===== src/rtl/param_alu.sv =====
// Multi-cycle ALU: single-cycle ADD/SUB, iterative shift-add MUL and restoring DIV.
// Result registers update only on the edge that raises Done and hold until the next completion.
module param_alu #(
  parameter int unsigned WIDTH = 16
) (
  input  logic             Clock,
  input  logic             Reset_n,
  input  logic             Start,
  input  logic [1:0]       ALUOP,
  input  logic [WIDTH-1:0] A,
  input  logic [WIDTH-1:0] B,
  output logic [WIDTH-1:0] Result,
  output logic [WIDTH-1:0] ResultHi,
  output logic [3:0]       Flags,
  output logic             Busy,
  output logic             Done
);

  localparam int unsigned   CW   = $clog2(WIDTH + 1);
  localparam logic [CW-1:0] LAST = CW'(WIDTH);

  typedef enum logic [1:0] {IDLE, CALC, DONE} state_t;
  typedef enum logic [1:0] {OP_ADD = 2'b00, OP_SUB = 2'b01, OP_MUL = 2'b10, OP_DIV = 2'b11} op_t;

  state_t           state, state_nxt;
  op_t              op_q;
  logic [WIDTH-1:0] a_q, b_q, acc_hi, acc_lo;
  logic [CW-1:0]    cnt;
  logic             accept, fast, finish;

  logic [WIDTH-1:0] b_eff, res_lo, res_hi, div_diff;
  logic [WIDTH:0]   add_sum, mul_sum, div_shift;
  logic             div_ge, ovf, cry, dz;

  always_comb begin
    accept = Start && (state != CALC);
    fast   = (op_q == OP_ADD) || (op_q == OP_SUB) || ((op_q == OP_DIV) && (b_q == '0));
    finish = (state == CALC) && (fast || (cnt == LAST));
  end

  // One iteration step for each of the two long operations.
  always_comb begin
    mul_sum   = {1'b0, acc_hi} + (acc_lo[0] ? {1'b0, b_q} : '0);
    div_shift = {acc_hi, acc_lo[WIDTH-1]};
    div_ge    = div_shift >= {1'b0, b_q};
    div_diff  = div_shift[WIDTH-1:0] - b_q;
  end

  always_comb begin
    b_eff   = (op_q == OP_SUB) ? ~b_q : b_q;
    add_sum = {1'b0, a_q} + {1'b0, b_eff} + {{WIDTH{1'b0}}, (op_q == OP_SUB)};
    res_lo  = '0;
    res_hi  = '0;
    ovf     = 1'b0;
    cry     = 1'b0;
    dz      = 1'b0;
    case (op_q)
      OP_ADD, OP_SUB: begin
        res_lo = add_sum[WIDTH-1:0];
        cry    = add_sum[WIDTH];
        ovf    = (a_q[WIDTH-1] == b_eff[WIDTH-1]) && (add_sum[WIDTH-1] != a_q[WIDTH-1]);
      end
      OP_MUL: begin
        res_lo = acc_lo;
        res_hi = acc_hi;
        ovf    = |acc_hi;
      end
      default: begin
        if (b_q == '0) begin
          res_lo = '1;
          res_hi = a_q;
          dz     = 1'b1;
        end else begin
          res_lo = acc_lo;
          res_hi = acc_hi;
        end
      end
    endcase
  end

  always_ff @(posedge Clock or negedge Reset_n) begin
    if (!Reset_n) state <= IDLE;
    else          state <= state_nxt;
  end

  always_comb begin
    state_nxt = state;
    case (state)
      IDLE:    if (accept) state_nxt = CALC;
      CALC:    if (finish) state_nxt = DONE;
      DONE:    state_nxt = accept ? CALC : IDLE;
      default: state_nxt = IDLE;
    endcase
    Busy = (state == CALC);
    Done = (state == DONE);
  end

  always_ff @(posedge Clock or negedge Reset_n) begin
    if (!Reset_n) begin
      op_q     <= OP_ADD;
      a_q      <= '0;
      b_q      <= '0;
      acc_hi   <= '0;
      acc_lo   <= '0;
      cnt      <= '0;
      Result   <= '0;
      ResultHi <= '0;
      Flags    <= '0;
    end else if (accept) begin
      op_q   <= op_t'(ALUOP);
      a_q    <= A;
      b_q    <= B;
      acc_hi <= '0;
      acc_lo <= A;
      cnt    <= '0;
    end else if (state == CALC) begin
      cnt <= cnt + 1'b1;
      if (finish) begin
        Result   <= res_lo;
        ResultHi <= res_hi;
        Flags    <= {dz, ovf, cry, (res_lo == '0)};
      end else if (op_q == OP_MUL) begin
        {acc_hi, acc_lo} <= {mul_sum, acc_lo[WIDTH-1:1]};
      end else begin
        // Restoring division: remainder in acc_hi, quotient bits shift into acc_lo.
        acc_hi <= div_ge ? div_diff : div_shift[WIDTH-1:0];
        acc_lo <= {acc_lo[WIDTH-2:0], div_ge};
      end
    end
  end

endmodule


===== config.mk =====
export PLATFORM = sky130hd
export DESIGN_NAME = param_alu
export DESIGN_NICKNAME = d
export VERILOG_FILES = /design/src/rtl/param_alu.sv
export SDC_FILE = /design/constraint.sdc
export NUM_CORES = 1
export LEC_CHECK = 0
export CAP_MARGIN = 30
export CORE_MARGIN = 2
export CORE_UTILIZATION = 50
export DETAILED_ROUTE_END_ITERATION = 8
export GPL_TIMING_DRIVEN = 0
export HOLD_SLACK_MARGIN = 0.06
export PLACE_DENSITY_LB_ADDON = 0.25
export SLEW_MARGIN = 20
export SYNTH_ARGS = -nofsm -noshare
export SYNTH_HDL_FRONTEND = slang
export SYNTH_SLANG_ARGS = --single-unit

===== constraint.sdc =====
create_clock -name Clock -period 3.8 [get_ports Clock]
set_clock_uncertainty 0.05 [all_clocks]
set_input_delay 0.38 -clock Clock [delete_from_list [all_inputs] [get_ports Clock]]
set_output_delay 0.38 -clock Clock [all_outputs]
set_load 0.03 [all_outputs]

* Word-level counts from Yosys, hierarchy flattened *
Cells that the tools add are included.

operators by class
  $add $sub $neg = 5
  $lt $le $gt $ge = 1
  equality and inequality tests = 12
  muxes and demuxes = 25
  bitwise logic cells = 2
  reduce and logical (&&, ||, !) cells = 18

operators by type and width
  kind                                                                   count
  16-bit 2-to-1 mux                                                      13
  16-bit case mux with 2 select lines                                    2
  16-bit by 16-bit adder with 17-bit output                              2
  16-bit zero test                                                       2
  17-bit by 1-bit adder with 17-bit output                               1
  17-bit by 16-bit greater-or-equal comparator with 1-bit output         1
  16-bit NOT                                                             1
  16-bit OR reduction                                                    1
  16-bit subtractor                                                      1
  5-bit 2-to-1 mux                                                       2
  2-bit equality test, second input constant                             3
  2-bit case mux with 3 select lines                                     1
  5-bit by 1-bit adder with 5-bit output, second input constant          1
  5-bit equality test, second input constant                             1
  2-bit by 1-bit equality test with 1-bit output, second input constant  2
  1-bit logical AND                                                      4
  2-bit zero test                                                        2
  1-bit 2-to-1 mux                                                       4
  2-bit 2-to-1 mux                                                       2
  2-bit by 1-bit != test with 1-bit output, second input constant        2
  2-bit != test, second input constant                                   2
  2-bit AND reduction                                                    2
  1-bit logical OR                                                       3
  3-bit AND reduction                                                    1
  other kinds (7)                                                        7

storage, ports and cells
  register bits = 109
  input bits = 37
  output and inout bits = 38
  logic and storage cells = 73

* Logic depth before layout (Yosys ltp) *
  depth after elaboration = 8
  gate-level depth with buffers = 17
  gate-level depth less buffers = 12

* Least setup slack after synthesis *
Ideal clock, no wire load.

  path type = register to register
  start point = register op_q[1]
  end point = register Flags[0]
  setup time = 0.120 ns
  arrival = 3.804 ns
  data required time = 3.630 ns
  path slack = -0.174 ns
  cell stages (with the launch flop) = 17
  path buffers = 5
  period minus slack after synthesis = 3.974 ns
  cells stage by stage = dfrtp_1 buf_2 clkbuf_1 buf_2 nand2b_1 clkbuf_1 buf_2 xnor2_1 fa_1 a211oi_1 o21ba_2 or4_1 a31oi_1 o21a_1 o21a_1 o31a_1 a41o_1

between the ends
  longest elaborated chain between the ends = 6
  elaborated cells on any way between the ends = 16
  classes of those cells = add/sub (2); eq/ne (3); mux (2); reduce/logical (9)

ends and longest elaborated chain
  what                                                                                  RTL line  RTL
  start: declaration                                                                    26        op_t op_q;
  start signal: assignment                                                              110       op_q <= op_t'(ALUOP);
  2-bit by 1-bit equality test with 1-bit output, or another cell as far along          --
  16-bit 2-to-1 mux, or another cell as far along                                       50        b_eff = (op_q == OP_SUB) ? ~b_q : b_q;
  16-bit by 16-bit adder with 17-bit output / 1-bit logical OR (equally long branches)  51, 37
  17-bit by 1-bit adder with 17-bit output / 1-bit logical OR (equally long branches)   51, 38
  16-bit case mux with 2 select lines / 1-bit logical AND (equally long branches)       57, 38
  16-bit zero test / 3-bit AND reduction (equally long branches)                        --
  end signal: assignment                                                                121       Flags <= {dz, ovf, cry, (res_lo == '0)};
  end: declaration                                                                      14        output logic [3:0] Flags,

Parallel ways exist; a longest one is shown, timed or not.
A chain may end at the register's enable or synchronous reset.

* Final worst setup path *
Ends and elaborated chain as after synthesis.

==> run summary <==
status: finished, final reports clean
Avg Synthesized Cell Area: 8.56 µm²
number of buffers inserted during clock tree synthesis: 9
Highest Clock Rate: 0.266 GHz
Num Clock Sinks: 109
number of warning messages in the yosys log: 0
final cell count without fillers: 1,231
post-layout min period: 3.76 ns
horizontal die dimension: 129 µm
final max-slew violation count: 0
Worst-Margin Slew: 0.734 ns
top area cells in the synthesized netlist: dfrtp_1 (35%), ha_1 (7.8%), nand2_1 (7.0%), o21ai_0 (4.0%), mux2i_1 (3.7%)
Residual DRC: 0
vertical die dimension: 129 µm
Synth Register Bits: 109
critical path class: reg -> reg
library cells used by synthesis: 82
Core Rows: 45
via count of the first global-routing pass: 6,962
Gate Count Post-Synth: 915
endpoint kind of the worst setup timing path: register
fraction of synthesis flops using an asynchronous set or reset pin: 1.00
post-detailed-route via-to-cell ratio: 6.18
quantity of I/O buffers inserted on ports: 74
Seq/Total Area, Yosys: 0.348
diodes inserted: 0
floorplan die area: 0.0167 mm²
IO Count: 75
average detailed-routed wire length per instance: 19.9 µm
Max-Cap Viols: 0
number of fill cells: 1,278
Hold WC Path Type: reg -> reg
Final Routed Wirelength: 24,500 µm
Crit Path Max Fanout: 10
worst slew margin relative to its limit: 0.511
portion of synthesized cell area occupied by the leading cell type: 0.348
cell at the root of the clock tree: clkbuf_16
Post-Synthesis Cell Area: 0.00783 mm²
post-synthesis net count: 1,004
level count of the clock H-tree: 3
Reg2Reg Setup Slack: 0.04 ns
Post-synth EDFFs: 0
routability congestion estimate from global placement: 0.987
fin crit share: 0.990
Placeable Area: 0.0153 mm²
Arrival @ worst endpoint: 3.95 ns
total overflow reported by the global router: 0
clock buffer depth: 2
required arrival time at the worst endpoint: 3.99 ns
primary flip-flop cell chosen by synthesis mapping: dfrtp_1
clk_lat worst skew: 0.35 ns
All-Layer GR Usage: 0.295
HPWL Detailed: 18,300 µm
layout overhead on the synthesized area: 22.6%
hold slack: 0.429 ns
vias post-DR: 7,604
Setup Viol. Count Final: 0
number of instances in the placed design: 1,201
layout cells sized above 1: 0.0971
clock-pin slew reported for the worst setup and hold paths after clock tree synthesis: 0.07 ns
TritonCTS clock tree: yes
library cell occupying the most area in the post-synthesis netlist: dfrtp_1
antenna-violating nets left: 0
first-pass GRT wire length: 37,700 µm
number of nets at the end of the flow: 1,104
startpoint type of the worst setup path: register
violation count after the first detailed-route iteration: 783
initial antenna violation count: 0
final-report hold violation count: 0
number of detailed-route iterations in the first pass: 6
pin count of the biggest net entering global routing: 59
initial core utilization: 0.513
==> worst max-delay path, cell delays in order, from the launching register on <==
cell	delay, ns
dfrtp_2	0.44
buf_6	0.13
clkbuf_8	0.16
buf_8	0.14
nand2b_4	0.14
buf_8	0.14
buf_12	0.15
xnor2_1	0.13
ha_2	0.37
a211oi_4	0.08
o21ba_4	0.22
or4_4	0.57
a31oi_4	0.18
o21a_1	0.17
nor3_1	0.07
o31a_1	0.28
a41o_1	0.20
==> cells in the mapped netlist, types with 3 or more instances <==
library cell / number
clkbuf_1: 32
o31ai_1: 7
nand4_1: 5
o21ai_0: 63
o211ai_1: 4
a221o_1: 14
fa_1: 3
o21bai_1: 3
nand2_1: 147
o22ai_1: 7
ha_1: 49
a21o_1: 13
a211oi_1: 11
dfrtp_1: 109
buf_1: 4
nand3_1: 21
nor2_1: 70
buf_2: 8
a31oi_1: 12
nor3_1: 14
and3_1: 6
clkbuf_8: 3
a21oi_1: 55
mux2i_1: 29
nor2b_1: 3
a22o_1: 24
and2_1: 17
nor4_1: 9
nor4b_1: 4
a211o_1: 4
nand2b_1: 17
o21a_1: 9
xnor2_1: 29
or3_1: 7
inv_1: 29
xor2_1: 16
==> cell type report <==
cell class	instances	area [µm²]	share of cell area
multi-input cells	726	4980	0.519
flip-flops and latches	109	2730	0.284
repair buffers	91	892	0.0930
plain buffers	47	293	0.0305
well taps	211	264	0.0275
clock buffers	11	243	0.0253
inverters	31	116	0.0121
clock inverters	5	83.8	0.00874
==> worst paths after layout <==
check                          start   endpoint  cells past startpoint
max reg2reg                  op_q[1]   Flags[0]                     16
max in group asynchronous    Reset_n    op_q[1]                      3
min reg2reg                Result[6]  Result[6]                      2
min                        Result[6]  Result[6]                      2
max                          op_q[1]   Flags[0]                     16
min in group asynchronous    Reset_n     cnt[2]                      2
==> registers in the layout (all words and copies together) (netlist names) <==
name      count
Flags         4
Result       16
ResultHi     16
a_q          16
acc_hi       16
acc_lo       16
b_q          16
cnt           5
op_q          2
state         2
==> cell usage in the layout, fill, tap and decap left out, drive strengths merged, types with 3 or more instances in the layout <==
cell type	n
clkbuf	43
or3	8
nand2	149
a211o	5
a31oi	12
o21bai	4
nand2b	17
nand4	5
nor4	9
a21oi	56
xor2	16
a221o	14
inv	29
a21o	13
ha	49
a22o	24
o21ai	65
a211oi	11
clkdlybuf4s50	73
nor2	70
mux2i	29
nand3	21
xnor2	29
nor4b	5
dfrtp	109
and3	6
nor3	14
and2	17
fa	3
nor2b	3
o211ai	5
o21a	9
clkinv	3
o22ai	7
o31ai	7
buf	32
==> cell families (layout without fill, tap and decap cells) <==
kind of cell / count (synthesis) / after routing / share of synthesized area
buf+inv: 80 / 185 / 0.0465
compound gates: 261 / 261 / 0.227
simple gates: 337 / 337 / 0.202
xor+xnor: 45 / 45 / 0.0503
flops: 109 / 109 / 0.348
fa+ha+maj: 52 / 52 / 0.0860
mux: 31 / 31 / 0.0399
==> per-stage QoR <==
| stage | setup TNS (ns) | util | setup WS, ns | cell area, µm² |
|---|---|---|---|---|
| floorplan | 0 | - | 0.0287 | 7830 |
| finish | 0 | 0.629 | 0.0395 | 9600 |
| detailed placement | -5.82 | 0.581 | -0.895 | 8870 |
| global placement | -216.57 | 0.579 | -1.95 | 8840 |
| global route | -0.00971 | 0.629 | -0.00971 | 9600 |
| CTS | 0 | 0.613 | 0.0175 | 9360 |
==> timing repair <==
| item | 4_1_cts | 5_1_grt |
|---|---|---|
| endpoints found under the setup margin | 14 | 5 |
| resized for setup | 26 | 32 |
| hold buffers | 1 | 0 |
| pin swaps | 9 | 20 |
| hold endpoints to repair | 51 | 0 |
| setup buffers | 7 | 8 |
==> metal layers <==
layer | track usage | part of all wire | vias up
li1 | - | - | 3492
met1 | 0.421 | 0.43 | 3546
met2 | 0.433 | 0.42 | 472
met3 | 0.0467 | 0.096 | 94
met4 | 0.155 | 0.049 | 0
met5 | 0 | 0 | -
Power is left out: the tool's default activity adds up to more than one toggle a clock period on the data nets, which glitch-free logic cannot reach.
